### src/rtl/control_unit.sv
// Single-cycle control unit: combinational opcode decode, branch resolution
// against the status flags, and the program counter register.
module control_unit #(
    parameter int OPERAND_WIDTH     = 11,
    parameter int INSTRUCTION_WIDTH = 16
) (
    input  logic                         clock_in,
    input  logic                         reset_in,
    input  logic [INSTRUCTION_WIDTH-1:0] instruction_in,
    input  logic                         status_Z_in,
    input  logic                         status_N_in,
    output logic [OPERAND_WIDTH-1:0]     instruction_address_out,
    output logic [OPERAND_WIDTH-1:0]     operand_out,
    output logic [1:0]                   sel_A_out,
    output logic                         sel_B_out,
    output logic                         alu_op_out,
    output logic                         data_memory_wr_out,
    output logic                         acc_wr_out,
    output logic                         status_wr_out,
    output logic                         acc_reset_out,
    output logic                         status_reset_out
);

    typedef enum logic [4:0] {
        OP_HLT  = 5'd0,
        OP_STO  = 5'd1,
        OP_LD   = 5'd2,
        OP_LDI  = 5'd3,
        OP_ADD  = 5'd4,
        OP_ADDI = 5'd5,
        OP_SUB  = 5'd6,
        OP_SUBI = 5'd7,
        OP_BEQ  = 5'd8,
        OP_BNE  = 5'd9,
        OP_BGT  = 5'd10,
        OP_BGE  = 5'd11,
        OP_BLT  = 5'd12,
        OP_BLE  = 5'd13,
        OP_JMP  = 5'd14
    } opcode_e;

    localparam logic [1:0] SEL_A_MEM = 2'b00;
    localparam logic [1:0] SEL_A_IMM = 2'b01;
    localparam logic [1:0] SEL_A_ALU = 2'b10;

    opcode_e                  opcode;
    logic [OPERAND_WIDTH-1:0] pc_q;
    logic [OPERAND_WIDTH-1:0] pc_d;
    logic                     taken;
    logic                     halt;
    logic                     dmem_wr;
    logic                     acc_wr;
    logic                     status_wr;

    assign opcode      = opcode_e'(instruction_in[INSTRUCTION_WIDTH-1 -: 5]);
    assign operand_out = instruction_in[OPERAND_WIDTH-1:0];

    always_comb begin
        sel_A_out  = SEL_A_MEM;
        sel_B_out  = 1'b0;
        alu_op_out = 1'b0;
        dmem_wr    = 1'b0;
        acc_wr     = 1'b0;
        status_wr  = 1'b0;
        taken      = 1'b0;
        halt       = 1'b0;
        case (opcode)
            OP_HLT:  halt = 1'b1;
            OP_STO:  dmem_wr = 1'b1;
            OP_LD:   acc_wr = 1'b1;
            OP_LDI: begin
                acc_wr    = 1'b1;
                sel_A_out = SEL_A_IMM;
            end
            OP_ADD, OP_ADDI, OP_SUB, OP_SUBI: begin
                acc_wr     = 1'b1;
                status_wr  = 1'b1;
                sel_A_out  = SEL_A_ALU;
                sel_B_out  = (opcode == OP_ADDI) || (opcode == OP_SUBI);
                alu_op_out = (opcode == OP_SUB) || (opcode == OP_SUBI);
            end
            OP_BEQ:  taken = status_Z_in;
            OP_BNE:  taken = !status_Z_in;
            OP_BGT:  taken = !status_Z_in && !status_N_in;
            OP_BGE:  taken = !status_N_in;
            OP_BLT:  taken = status_N_in;
            OP_BLE:  taken = status_N_in || status_Z_in;
            OP_JMP:  taken = 1'b1;
            default: ;
        endcase
    end

    // Write enables are gated by reset so nothing downstream commits while held.
    assign data_memory_wr_out = dmem_wr && reset_in;
    assign acc_wr_out         = acc_wr && reset_in;
    assign status_wr_out      = status_wr && reset_in;
    assign acc_reset_out      = !reset_in;
    assign status_reset_out   = !reset_in;

    always_comb begin
        pc_d = pc_q + OPERAND_WIDTH'(1);
        if (taken) begin
            pc_d = operand_out;
        end else if (halt) begin
            pc_d = pc_q;
        end
    end

    always_ff @(posedge clock_in) begin
        if (!reset_in) begin
            pc_q <= '0;
        end else begin
            pc_q <= pc_d;
        end
    end

    assign instruction_address_out = pc_q;

endmodule

### config.mk
export PLATFORM = sky130hd
export DESIGN_NAME = control_unit
export DESIGN_NICKNAME = d
export VERILOG_FILES = /design/src/rtl/control_unit.sv
export SDC_FILE = /design/constraint.sdc
export NUM_CORES = 1
export LEC_CHECK = 0
export ABC_AREA = 0
export ABC_CLOCK_PERIOD_IN_PS = 1600
export CORE_UTILIZATION = 34
export DETAILED_ROUTE_END_ITERATION = 10
export HOLD_SLACK_MARGIN = 0.06
export PLACE_DENSITY = 0.85
export SETUP_SLACK_MARGIN = 0.1
export SYNTH_ARGS = -nofsm -noshare
export SYNTH_HDL_FRONTEND = slang
export SYNTH_SLANG_ARGS = --single-unit
### constraint.sdc
create_clock -name clock_in -period 1.6 [get_ports clock_in]
set_input_delay 0.16 -clock clock_in [delete_from_list [all_inputs] [get_ports clock_in]]
set_output_delay 0.16 -clock clock_in [all_outputs]
set_load 0.005 [all_outputs]
======== Word level (Yosys, flattened, before mapping) ========
Cells that the tools add are included.
operators by class
  add/sub/neg operators ................... 1
  eq/ne operators ......................... 15
  mux-type cells .......................... 10
  reduce and logical (&&, ||, !) cells .... 13
operator list
  kind                                                                   count
  5-bit by 4-bit equality test with 1-bit output, second input constant  7
  11-bit 2-to-1 mux                                                      2
  5-bit by 3-bit equality test with 1-bit output, second input constant  4
  11-bit by 1-bit adder with 11-bit output, second input constant        1
  5-bit by 2-bit equality test with 1-bit output, second input constant  2
  1-bit one-hot mux with 7 select lines                                  1
  1-bit 2-to-1 mux                                                       6
  6-bit OR reduction                                                     1
  5-bit by 1-bit equality test with 1-bit output, second input constant  1
  5-bit logical NOT                                                      1
  1-bit logical AND                                                      4
  2-bit one-hot mux with 2 select lines                                  1
  4-bit OR reduction                                                     1
  1-bit logical NOT                                                      3
  1-bit logical OR                                                       3
  2-bit != test, second input constant                                   1
storage, ports and cells
  flip-flop bits (word level) ............. 11
  input bits .............................. 20
  output and inout port bits .............. 31
  word-level logic and storage cells ...... 40

======== Longest topological paths before layout ========
Gate-level depths: netlist (run 1).
  word-level depth ........................ 4
  mapped depth ............................ 8

======== Worst setup path before layout (run 1) ========
No wires, ideal clock.
  kind .................................... register to register
  start point ............................. register pc_q[2], in the netlist instruction_address_out[2]
  end point ............................... register pc_q[9], in the netlist instruction_address_out[9]
  setup time .............................. 0.075 ns
  arrival ................................. 1.456 ns
  data required time ...................... 1.525 ns
  setup slack ............................. 0.068 ns
  stages on the path, launching flop included .. 6
  path buffers ............................ 0
  clock period less this slack ............ 1.532 ns
  cell sequence ........................... dfxtp_1 -> and3_1 -> nand3_1 -> nand2b_1 -> or4b_1 -> a31oi_1
on the way
  cells in the longest elaborated chain, start to end .. 3
ends and longest elaborated chain
  what                                      RTL line  source
  start, declared                           47        logic [OPERAND_WIDTH-1:0] pc_q;
  start signal, assigned                    113       pc_q <= pc_d;
  11-bit by 1-bit adder with 11-bit output  101       pc_d = pc_q + OPERAND_WIDTH'(1);
  11-bit 2-to-1 mux                         104       end else if (halt) begin
  11-bit 2-to-1 mux                         102       if (taken) begin
No other way between the ends. The select of a mux whose other input is x is not followed.
A chain may end at the register's enable or synchronous reset.

======== Worst setup path in the final report (run 1) ========
  start point ............................. register pc_q[3], in the netlist instruction_address_out[3]
  end point ............................... register pc_q[9], in the netlist instruction_address_out[9]
The elaborated chain is that of the path after synthesis.

==> flow_summary.ini, run 1 <==
[floorplan]
dieArea_um2 = 2850
io_pins = 51
die_y_um = 53.4
fp.dieW_um = 53.4
num_rows = 18
coreArea_um2 = 2480
start_util_pct = 36.3

[final_layout]
seq_area_um2 = 236
syn_to_final_growth_pct = 87.0
largest_reg_flops = 11
finalNetCount = 205
drive_gt1_share_pct = 36.1
n_antenna_cell = 0
stdcell_count = 213
multi_input_area_um2 = 623
n_fill_cell = 198

[worst_setup_path]
startpoint = instruction_address_out[3]
path_class = flip-flop to flip-flop
critPathMaxFanout = 6
crit_path_start_kind = flip-flop
rr_worst_depth = 5
r2r-start = instruction_address_out[3]
cp.arrival_ns = 1.71
cp-end-kind = flip-flop
regToRegEndpoint = instruction_address_out[9]
worst_ep_required_time_ns = 1.81
setup.worst_path.end = instruction_address_out[9]
reg2reg_slack_ns = 0.1

[yosys]
synth_cells = 116
synth_cell_types = 34
synth_area_leaders = dfxtp_1, buf_4, nand3_1
syn_nets = 137
synth_area_um2 = 898
syn_avg_cell_area_um2 = 7.74
synth.top_cell.area_share_pct = 24.5
ys_warn_count = 0
yosysTopAreaCell = dfxtp_1
ys_seq_area_share_pct = 24.5
synth_seq_cells = 11

[placed_design]
io_buffers = 50
place_inst = 198
gp_congestion = 0.945
hpwlAfterDp_um = 2050

[clock_tree]
root_buffer = clkbuf_4
cts_made_buffers = 3
clk_latency_ns = 0.28
cts_sinks = 11
clockBufferDepth = 2
htree_levels = 1
ctsHoldBuffers = 0
cts_tree = done
clk_pin_slew_worst_paths_ns = 0.07

[sta]
setup_tns_ns = 0
fin_worst_skew_ns = 0.00260
maxSlewHeadroom_pct = 81.9
hold_viol_final = 0
rsz0062_at_grt = yes
clock.fmax_mhz = 665
min_period_ns = 1.50
finalSetupViolations = 0
timing.final.crit_share_pct = 93.9
tightest_slew_ns = 0.272
slew_viol_final = 0

[pwr]
power_frac_clock_pct = 24.0
powerDensity_nw_per_um2 = 497
p_leak_nw = 0.734
swShare_pct = 30.0
comb_power_share_pct = 38.5
p_switching_uw = 251
vdd_drop_max_mv = 0.386
internal_power_uw = 584
sequentialPowerShare_pct = 37.5

[global_route]
antenna_found_initial = 0
grt_usage_pct = 22.8
grt_start_max_net_pins = 16
grt_first_pass_wirelength_um = 4670
grt-ovfl-total = 0
grt_pass1_vias = 1052

[detailed_routing]
drt-wirelength-per-cell_um = 15.5
vias = 1196
ant_nets = 0
drt_iter0_drc = 34
post-route-drc-count = 0
via_per_inst = 5.62
firstDrtPassIters = 5
wirelength_um = 3290

[flow_run]
maxCapViolCount = 0

[run_status]
outcome = finished, final reports clean

[worst_hold_path]
hold_class = input pin to flip-flop
## critical path, cell delays in order (launching register included)
cell      delay [ns]
dfxtp_4         0.38
and3_4          0.19
nand3_4         0.06
nand2b_4        0.15
or4b_4          0.48
a31oi_1         0.17
## through the flow
step	hold WS (ns)	utilization (%)	setup WS, ns	area (µm²)	total power [mW]
2_1_floorplan	0.304	-	0.0996	905	0.426
3_3_place_gp	0.494	59.2	-0.490	1470	0.580
3_5_place_dp	0.501	59.2	-0.617	1470	0.588
4_1_cts	0.486	64.5	0.0812	1600	0.808
5_1_grt	0.285	67.8	0.0410	1680	0.895
6_report	0.279	67.8	0.0971	1680	0.835
## layout make-up
cell class,count,share of cell area [%]
tap,30,2.23
clock buffer,4,1.56
inverter,6,1.34
timing repair buffer,82,43.7
multi-input combinational,80,37.1
sequential,11,14.1
## Yosys cell counts
cell and number:
mux2i_1 3, nor3_1 3, a31oi_1 4, o2bb2a_2 1, and2_1 2, nor3b_1 2
o2111ai_2 1, buf_4 13, ha_1 1, buf_6 1, nor4_1 4, or4b_1 2
nand2_1 10, a221o_1 1, xnor2_1 2, nor2_1 4, o211ai_1 4, mux2_1 1
o2bb2a_1 3, inv_1 6, clkbuf_1 4, nand4_1 3, buf_2 1, nand2b_1 1
o21ai_0 1, nand3_1 10, or3_1 1, and4b_1 1, a21oi_1 2, o21ai_1 3
and3_1 6, and4_1 3, dfxtp_1 11, a311oi_1 1
## kinds of logic (layout without fill, tap and decap cells)
family | after synthesis | in the layout | synth area share, %
compound gates | 21 | 21 | 17.8
xor+xnor | 2 | 2 | 1.95
fa+ha+maj | 1 | 1 | 1.39
buf+inv | 25 | 92 | 16.9
flops | 11 | 11 | 24.5
mux | 4 | 4 | 4.60
simple gates | 52 | 52 | 32.9
## what timing repair did
item	CTS	global route
gates resized for setup	29	32
buffers inserted	7	3
endpoints found under the setup margin	20	16
cloned	1	0
endpoints found under the hold margin	0	0
pin swaps	6	13
## cell usage in the layout, fill, tap and decap left out, types with 4 or more instances in the layout
master / count
dfxtp_2: 4
and3_1: 5
nand3_1: 9
clkdlybuf4s50_1: 38
a31oi_1: 4
buf_4: 27
buf_6: 5
dlygate4sd2_1: 4
o211ai_1: 4
inv_1: 5
dfxtp_1: 4
nand2_1: 10
## worst min-delay path by stage
stage | cells after the start | to | from | slack [ns]
floorplan | 2 | instruction_address_out[0] | instruction_in[0] | 0.30
global placement | 2 | instruction_address_out[2] | instruction_address_out[2] | 0.49
detailed placement | 2 | instruction_address_out[2] | instruction_address_out[2] | 0.50
CTS | 3 | instruction_address_out[8] | instruction_in[8] | 0.49
global route | 4 | instruction_address_out[2] | reset_in | 0.28
finish | 4 | instruction_address_out[2] | reset_in | 0.28
## power groups by stage
stage	logic, mW	registers [mW]	clock network [mW]
global route	0.344	0.316	0.234
CTS	0.298	0.312	0.198
detailed placement	0.271	0.318	0
global placement	0.264	0.316	0
finish	0.321	0.313	0.201
floorplan	0.106	0.320	0
## per-layer routing
layer / part of all wire, % / global-route usage, %
met5: 0 / 0
met2: 51 / 38.8
met3: 6.1 / 6.03
met4: 3.5 / 10.1
met1: 40 / 26.2
Power figures use the tool's default switching activity.
==> run 2, diff against run 1 <==
--- a/config.mk
+++ b/config.mk
@@ -6,11 +6,11 @@
 export NUM_CORES = 1
 export LEC_CHECK = 0
 export ABC_AREA = 0
-export ABC_CLOCK_PERIOD_IN_PS = 1600
-export CORE_UTILIZATION = 34
+export ABC_CLOCK_PERIOD_IN_PS = 1800
+export CORE_UTILIZATION = 41
 export DETAILED_ROUTE_END_ITERATION = 10
 export HOLD_SLACK_MARGIN = 0.06
-export PLACE_DENSITY = 0.85
+export PLACE_DENSITY = 0.94
 export SETUP_SLACK_MARGIN = 0.1
 export SYNTH_ARGS = -nofsm -noshare
 export SYNTH_HDL_FRONTEND = slang
==> constraint.sdc (replaced) <==
create_clock -name clock_in -period 1.8 [get_ports clock_in]
set_input_delay 0.18 -clock clock_in [delete_from_list [all_inputs] [get_ports clock_in]]
set_output_delay 0.18 -clock clock_in [all_outputs]
set_load 0.005 [all_outputs]
==> run 2 against run 1 <==
  * Setup slack worse by 0.063 ns
  * Highest routed layer unchanged
  * Final area shrank 11%
  * Routed wire length decreased by 14%
==> flow_summary.ini, run 2 (synthesis results as in run 1) <==
[worst_setup_path]
path_cells = and3_1, nand3_1, nand2b_1, or4b_4, a31oi_4
worst_ep_required_time_ns = 2.01
cp_top_family = simple AND/OR/NAND/NOR gates
slowest_stage = or4b_4
cp.arrival_ns = 1.98
cp-end-kind = flip-flop
path_buf_inv = 0
critPathMaxFanout = 6
timing.critical_path.slowest_cell_delay_ns = 0.50
crit_path_start_kind = flip-flop
path_class = flip-flop to flip-flop

[global_route]
antenna_found_initial = 0
grt_usage_pct = 25.3
grt_pass1_vias = 1015
grt-ovfl-total = 0
grt_first_pass_wirelength_um = 4750
grt_start_max_net_pins = 14

[clock_tree]
clk_latency_ns = 0.28
cts_sinks = 11
clockBufferDepth = 2
cts_tree = done
htree_levels = 1
root_buffer = clkbuf_4
cts_made_buffers = 3
clk_pin_slew_worst_paths_ns = 0.07

[detailed_routing]
post-route-drc-count = 0
ant_nets = 0
vias = 1122
drt-wirelength-per-cell_um = 14.6
firstDrtPassIters = 4
via_per_inst = 5.78
wirelength_um = 2840
drt_iter0_drc = 37

[sta]
min_period_ns = 1.77
clock.fmax_mhz = 566
maxSlewHeadroom_pct = 80.9
timing.final.crit_share_pct = 98.1
hold_viol_final = 0
finalSetupViolations = 0
slew_viol_final = 0
fin_worst_skew_ns = 0.00299
tightest_slew_ns = 0.284
layout_setup_ws_ns = 0.0344
rsz0062_at_grt = yes

[placed_design]
io_buffers = 50
gp_congestion = 0.889
place_ws_ns = -0.409
hpwlAfterDp_um = 2000

[floorplan]
dieArea_um2 = 2380
fp.dieW_um = 48.8
coreArea_um2 = 2000
start_util_pct = 44.9
num_rows = 16
die_y_um = 48.8
io_pins = 51

[pwr]
swShare_pct = 29.6
comb_power_share_pct = 34.1
p_leak_nw = 0.613
power_frac_clock_pct = 25.5
internal_power_uw = 491
vdd_drop_max_mv = 0.275
p_switching_uw = 206
sequentialPowerShare_pct = 40.3
powerDensity_nw_per_um2 = 464

[final_layout]
drive_gt1_share_pct = 18.0
final_cell_mix = clkdlybuf4s50_1, buf_4, nand3_1, nand2_1, dfxtp_1
largest_reg_flops = 11
n_antenna_cell = 0
syn_to_final_growth_pct = 67.1
final_common_cell = clkdlybuf4s50_1
finalNetCount = 189
final_core_util_pct = 75.0

[flow_run]
maxCapViolCount = 0

[run_status]
outcome = finished, final reports clean

[worst_hold_path]
hold_class = input pin to flip-flop
==> run 2: cell count changes in the layout (fill, tap and decap cells not counted), moves of 2 or more <==
cell,delta
buf_6,-2
dfxtp_4,-3
dfxtp_2,-3
buf_2,-2
dfxtp_1,+6
buf_4,-14
clkbuf_2,-2
and4_1,+2
clkdlybuf4s50_1,+5
==> run 2: power groups by stage <==
| stage | logic (mW) | clock network [mW] | registers, mW |
|---|---|---|---|
| 2_1_floorplan | 0.0927 | 0 | 0.284 |
| 3_3_place_gp | 0.214 | 0 | 0.283 |
| 3_5_place_dp | 0.222 | 0 | 0.286 |
| 4_1_cts | 0.229 | 0.178 | 0.280 |
| 5_1_grt | 0.258 | 0.193 | 0.284 |
| 6_report | 0.238 | 0.178 | 0.281 |
==> run 2: timing repair <==
action | in CTS | in global routing
gates resized for setup | 11 | 10
hold endpoints to repair | 0 | 0
setup buffers | 2 | 0
hold buffers | 0 | 0
endpoints found under the setup margin | 18 | 19
pin swaps | 3 | 2
==> run 2: final timing paths <==
| path | from | end | slack [ns] | depth (start not counted) |
|---|---|---|---|---|
| setup / recovery | instruction_address_out[3] | instruction_address_out[9] | 0.03 | 5 |
| hold / removal | instruction_in[8] | instruction_address_out[8] | 0.51 | 3 |
| setup reg to reg | instruction_address_out[3] | instruction_address_out[9] | 0.03 | 5 |
| hold reg to reg | instruction_address_out[10] | instruction_address_out[10] | 0.51 | 2 |
==> run 2: per-layer routing <==
metal / track usage [%] / share of wire, %
met5: 0 / 0
met3: 4.98 / 7.8
met4: 13.2 / 2.7
met1: 28.8 / 39
met2: 44.2 / 50
==> run 2: layout make-up <==
class,instances,area (µm²)
repair buffers,66,627
multi-input cells,80,571
fillers,144,500
flip-flops and latches,11,221
well taps,27,33.8
clock buffers,4,26.3
inverters,6,22.5
==> run 2: stage by stage <==
stage               std cells  TNS (ns)  hold WS, ns  instance area [µm²]  power [mW]
detailed placement        188     -3.84        0.504                 1410       0.508
finish                    194         0        0.506                 1500       0.697
global route              194   -0.0326        0.532                 1500       0.734
CTS                       194         0        0.514                 1470       0.686
floorplan                 116         0        0.324                  898       0.377
global placement          188     -2.98        0.491                 1410       0.497
==> run 2: worst min-delay path: cells and delay by family <==
family          cells  cell delay, ns
buf+inv             1            0.42
simple gates        1            0.06
compound gates      1            0.07
==> run 3, diff against run 2 <==
--- a/config.mk
+++ b/config.mk
@@ -7,6 +7,7 @@
 export LEC_CHECK = 0
 export ABC_AREA = 0
 export ABC_CLOCK_PERIOD_IN_PS = 1800
+export CAP_MARGIN = 20
 export CORE_UTILIZATION = 41
 export DETAILED_ROUTE_END_ITERATION = 10
 export HOLD_SLACK_MARGIN = 0.06
==> results of run 3 <==
No change in the layout: final DEF, timing and power equal those of run 2.
